**src/rtl/alu_seq.sv**
```systemverilog
// Registered W-bit ALU with accumulator feedback and a shift-add multiplier; single-cycle ops land 1 edge after accept, MUL W+1 edges.
// No backpressure: start is accepted only in IDLE, so requests while busy are dropped and the caller must watch busy/done.
module alu_seq #(
    parameter int W = 8
) (
    input  logic         clk,
    input  logic         reset,
    input  logic         start,
    input  logic [3:0]   op,
    input  logic [W-1:0] A,
    input  logic [W-1:0] B,
    input  logic         c_in,
    input  logic         use_acc,
    output logic [W-1:0] R,
    output logic [W-1:0] R_hi,
    output logic         zero,
    output logic         c_out,
    output logic         sign,
    output logic         ovf,
    output logic         busy,
    output logic         done
);

    localparam logic [3:0] OP_MUL = 4'b1001;
    localparam int CW = $clog2(W) + 1;

    typedef enum logic {IDLE, MUL} state_t;

    state_t         state, state_nx;
    logic [W-1:0]   mcand, mcand_nx;
    logic [2*W-1:0] prod, prod_nx, prod_step;
    logic [CW-1:0]  cnt, cnt_nx;

    logic [W-1:0]   r_nx, r_hi_nx;
    logic           zero_nx, c_out_nx, sign_nx, ovf_nx, busy_nx, done_nx;

    logic [W-1:0]   aeff, op1, op2, lres;
    logic [W:0]     add_s, mul_sum;
    logic           is_add, is_logic;

    assign aeff = use_acc ? R : A;

    always_comb begin
        op1      = '0;
        op2      = '0;
        lres     = '0;
        is_add   = 1'b1;
        is_logic = 1'b0;
        case (op)
            4'b0000: op2 = aeff;
            4'b0001: begin op1 = W'(1); op2 = ~aeff; end
            4'b0010: begin op1 = aeff;  op2 = B;     end
            4'b0011: begin op1 = W'(1); op2 = aeff;  end
            4'b1000: begin op1 = aeff;  op2 = ~B;    end
            default: is_add = 1'b0;
        endcase
        case (op)
            4'b0100: begin is_logic = 1'b1; lres = aeff & B; end
            4'b0101: begin is_logic = 1'b1; lres = aeff | B; end
            4'b0110: begin is_logic = 1'b1; lres = aeff ^ B; end
            4'b0111: begin is_logic = 1'b1; lres = ~aeff;    end
            default: ;
        endcase
    end

    assign add_s = {1'b0, op1} + {1'b0, op2} + {{W{1'b0}}, c_in};

    // One shift-add step: the multiplier sits in the low half and is consumed LSB first.
    assign mul_sum   = {1'b0, prod[2*W-1:W]} + (prod[0] ? {1'b0, mcand} : {(W+1){1'b0}});
    assign prod_step = {mul_sum, prod[W-1:1]};

    always_comb begin
        state_nx = state;
        mcand_nx = mcand;
        prod_nx  = prod;
        cnt_nx   = cnt;
        r_nx     = R;
        r_hi_nx  = R_hi;
        zero_nx  = zero;
        c_out_nx = c_out;
        sign_nx  = sign;
        ovf_nx   = ovf;
        busy_nx  = busy;
        done_nx  = 1'b0;
        case (state)
            IDLE: begin
                if (start) begin
                    if (op == OP_MUL) begin
                        mcand_nx = B;
                        prod_nx  = {{W{1'b0}}, aeff};
                        cnt_nx   = '0;
                        busy_nx  = 1'b1;
                        state_nx = MUL;
                    end else begin
                        done_nx = 1'b1;
                        if (is_add) begin
                            r_nx     = add_s[W-1:0];
                            r_hi_nx  = '0;
                            c_out_nx = add_s[W];
                            ovf_nx   = (op1[W-1] == op2[W-1]) && (add_s[W-1] != op1[W-1]);
                            zero_nx  = (add_s[W-1:0] == '0);
                            sign_nx  = add_s[W-1];
                        end else if (is_logic) begin
                            r_nx     = lres;
                            r_hi_nx  = '0;
                            c_out_nx = 1'b0;
                            ovf_nx   = 1'b0;
                            zero_nx  = (lres == '0);
                            sign_nx  = lres[W-1];
                        end
                        // Reserved codes fall through: outputs hold, done still pulses.
                    end
                end
            end
            MUL: begin
                prod_nx = prod_step;
                cnt_nx  = cnt + 1'b1;
                if (cnt == CW'(W - 1)) begin
                    r_nx     = prod_step[W-1:0];
                    r_hi_nx  = prod_step[2*W-1:W];
                    c_out_nx = 1'b0;
                    ovf_nx   = (prod_step[2*W-1:W] != '0);
                    zero_nx  = (prod_step == '0);
                    sign_nx  = prod_step[W-1];
                    busy_nx  = 1'b0;
                    done_nx  = 1'b1;
                    state_nx = IDLE;
                end
            end
            default: state_nx = IDLE;
        endcase
    end

    always_ff @(posedge clk) begin
        if (reset) begin
            state <= IDLE;
            mcand <= '0;
            prod  <= '0;
            cnt   <= '0;
            R     <= '0;
            R_hi  <= '0;
            zero  <= 1'b1;
            c_out <= 1'b0;
            sign  <= 1'b0;
            ovf   <= 1'b0;
            busy  <= 1'b0;
            done  <= 1'b0;
        end else begin
            state <= state_nx;
            mcand <= mcand_nx;
            prod  <= prod_nx;
            cnt   <= cnt_nx;
            R     <= r_nx;
            R_hi  <= r_hi_nx;
            zero  <= zero_nx;
            c_out <= c_out_nx;
            sign  <= sign_nx;
            ovf   <= ovf_nx;
            busy  <= busy_nx;
            done  <= done_nx;
        end
    end

endmodule

```
**config.mk**
```make
export PLATFORM = sky130hd
export DESIGN_NAME = alu_seq
export DESIGN_NICKNAME = d
export VERILOG_FILES = /design/src/rtl/alu_seq.sv
export SDC_FILE = /design/constraint.sdc
export NUM_CORES = 1
export LEC_CHECK = 0
export BUFFER_PORTS_ARGS = -buffer_cell sky130_fd_sc_hd__buf_4
export CAP_MARGIN = 40
export CORE_AREA = 3 3 117 119
export DETAILED_ROUTE_END_ITERATION = 8
export DIE_AREA = 0 0 120 122
export SETUP_SLACK_MARGIN = 0.1
export SLEW_MARGIN = 0
export SYNTH_ARGS = -nofsm -noshare
export SYNTH_HDL_FRONTEND = slang
export SYNTH_SLANG_ARGS = --single-unit
```
**constraint.sdc**
```tcl
create_clock -name clk -period 4.38 [get_ports clk]
set_input_delay 0.876 -clock clk [delete_from_list [all_inputs] [get_ports clk]]
set_output_delay 0.876 -clock clk [all_outputs]
set_load 0.01 [all_outputs]
```
==> flow_summary.yaml <==
status:
  status: "finished, final reports clean"
final_layout:
  fillers: 1304
  final_util_pct: 35.79
  final_common_cell: "nor2_1"
  stdcell_count: 695
  fin_nets: 582
  area_delta_synth_final_pct: 18.66
  final_cell_mix: "nor2_1 (79), buf_4 (64), dfxtp_1 (50), o21ai_0 (36), ha_1 (32)"
  drive_gt1_share_pct: 17.21
  n_antenna_cell: 0
  finalInstanceArea_um2: 4534
critical_path:
  crit_buf_inv: 2
  worstSetupPathType: "in2reg"
  worstPathCellList: "buf_4 -> mux2i_1 -> inv_1 -> nor2_1 -> nor2_1 -> o21ai_0 -> o21ai_0 -> nor2_1 -> ha_1 -> nor2b_1 -> o211a_1 -> o211a_1 -> or3_1 -> a2111o_1 -> o211ai_1"
  critPathMaxStageDelay_ps: 480
  reg2reg_slack_ps: 840
  cp_max_fo: 7
  r2r_start: "R[1]"
  critPathSlowestCell: "mux2i_1"
  startpoint: "use_acc"
  cp.arrival_ps: 4190
  start_kind: "input port"
  crit_top_cell: "nor2_1"
  crit_family: "compound AO/OA/AOI/OAI gates"
  required_ps: 4590
  critPathCaptureType: "flip-flop"
placed_design:
  hpwl_um: 8864
  dpl.cell_count: 687
  portBuffers: 46
  place_area_um2: 4380
  gp_congestion: 0.9223
grt:
  grt_overflow: 0
  antenna_found_initial: 0
  grt_pass1_vias: 3612
  grt_pass1_wl_um: 18980
  grt_start_max_net_pins: 51
  grt_usage_pct: 15.98
synth:
  synth.mux.area_fraction_pct: 6.189
  synth_seq_cells: 50
  synth_top_area_share_pct: 26.20
  syn-cell-area_um2: 3821
  synth_cell_types: 62
  synth-main-ff-cell: "dfxtp_1"
  synth_top_family_by_area: "compound AO/OA/AOI/OAI gates"
  syn_avg_cell_area_um2: 7.879
  synth-compound-area-share_pct: 28.03
  synth_cells: 485
  synth_simple_gate_area_share_pct: 18.27
  synth_edf_count: 0
  synth_fa_ha_area_share_pct: 12.05
  yosys-top-cells-area: "dfxtp_1 (26%), ha_1 (10%), nor2_1 (7.8%)"
  syn_nets: 545
  synth_warnings: 0
  synthArstFlopShare_pct: 0
  synth_largest_area_cell: "dfxtp_1"
  synth-xor-area-share_pct: 2.750
  synth_seq_area_share_pct: 26.20
clocking:
  cts_sinks: 50
  hold_buffers: 0
  ctsLongestPathBuffers: 2
  cts_buffers: 5
  cts_setup_buffers: 0
  clockRootBuffer: "clkbuf_16"
  cts_resized: 0
  cts_tree: "yes"
  path_clk_slew_ps: 70
  insertion_delay_ps: 290
  cts_max_level: 2
min_path:
  hold_path_class: "reg2reg"
  min_from: "mcand[4]"
route:
  wl_per_cell_um: 16.94
  routed_wl_um: 11770
  via_count: 3741
  ant_nets: 0
  remaining_drc_errors: 0
  via_per_inst: 5.383
  drt-pass1-iter-count: 5
  drtIter0Drc: 329
timing:
  worst-slew-pin-transition_ps: 883.0
  finalHoldViolCount: 0
  rsz0062_at_grt: "false"
  final.min_clock_period_ps: 3977
  skew_ps: 6.910
  setup_tns_ps: 0
  finalSetupViolations: 0
  period_share_pct: 90.80
  fmax_mhz: 251.4
  maxSlewViolCount: 0
  slew_headroom_pct: 41.02
power_and_ir_drop:
  leakage_nw: 1.981
  finalPower_mw: 1.135
  vdd_drop_max_mv: 0.1539
  powerDensity_nw_per_um2: 250.4
flow_run:
  maxCapViolations: 0
floorplan:
  ios: 47
  die_area_um2: 14640
  die_width_um: 120
  coreArea_um2: 12670
  floorplan.rows: 41
  fp.dieH_um: 122
  start_util_pct: 30.16
==> flip-flops by register name, summed over array words and instances, names as in the netlist <==
signal,cells
mcand,8
zero,1
busy,1
R_hi,8
ovf,1
done,1
prod,16
cnt,4
state,1
R,8
c_out,1
==> final cells by class <==
cell class                      count  area (um^2)  area share, %
Clock buffer                        5        125.1          2.759
Sequential cell                    50         1001          22.08
Clock inverter                      3        28.78         0.6347
Tap cell                          172        215.2          4.746
Inverter                           30        112.6          2.483
Multi-Input combinational cell    371         2571          56.71
Timing Repair Buffer               64        480.5          10.60
==> worst paths after layout <==
path / cells after the start / end
worst min-delay path: 2 / mcand[4]
worst max register to register: 14 / zero
worst max-delay path: 15 / zero
worst min register to register: 2 / mcand[4]
==> cells in the mapped netlist (2+ instances only) <==
master and n:
nor2_1 79, fa_1 3, o21bai_1 2, nor3b_1 3, clkbuf_1 25, dfxtp_1 50, o31ai_1 10, nor2b_1 4
a21oi_2 2, and2_1 9, nand3_1 6, or3_1 3, mux4_2 5, xor2_1 4, or3_2 2, a222oi_1 8
a211oi_1 4, a21o_1 6, a21oi_1 27, mux2i_1 9, nor3_1 7, a221oi_1 4, o21ai_0 36, a22oi_1 18
buf_1 4, nor4_1 2, o221ai_1 2, or2_2 3, ha_1 32, o21a_1 3, a2bb2oi_1 4, mux2_2 3
o211ai_1 10, buf_2 4, xnor2_1 8, nand2_1 24, a31oi_1 4, nand4_1 2, o211a_1 2, inv_1 30
==> per-stage QoR <==
step | setup WS (ps) | hold WS (ps)
5_1_grt | 214.9 | 475.7
2_1_floorplan | 264.0 | 431.7
3_5_place_dp | 124.6 | 444.4
3_3_place_gp | 142.6 | 441.8
6_report | 402.9 | 451.6
4_1_cts | 414.9 | 455.1
==> worst min-delay path, delay by kind of cell (launching register included) <==
family | cells | cell delay, ps
flip-flops | 1 | 310
AND/OR/NAND/NOR | 1 | 50
AO/OA/AOI/OAI | 1 | 50
==> metal layers <==
layer | global-route usage [%] | vias up | routed length, um
met5 | 0 | - | 0
met4 | 5.727 | 0 | 348
met3 | 2.228 | 17 | 694
met2 | 24.97 | 122 | 5141
met1 | 22.51 | 1759 | 5586
li1 | - | 1843 | -
==> kinds of logic (layout without fill, tap and decap cells) <==
| logic type | after synthesis | count (layout) |
|---|---|---|
| flops | 50 | 50 |
| simple gates | 152 | 152 |
| mux | 17 | 17 |
| buf+inv | 64 | 102 |
| compound gates | 155 | 155 |
| fa+ha+maj | 35 | 35 |
| xor+xnor | 12 | 12 |
==> power breakdown <==
group	total (mW)	switching (mW)	leakage (nW)	internal (mW)
Sequential	0.469	0.00704	0.404	0.462
Combinational	0.259	0.151	1.50	0.108
Clock	0.407	0.189	0.0759	0.218
Note: power is estimated with default switching activity, not from simulation.
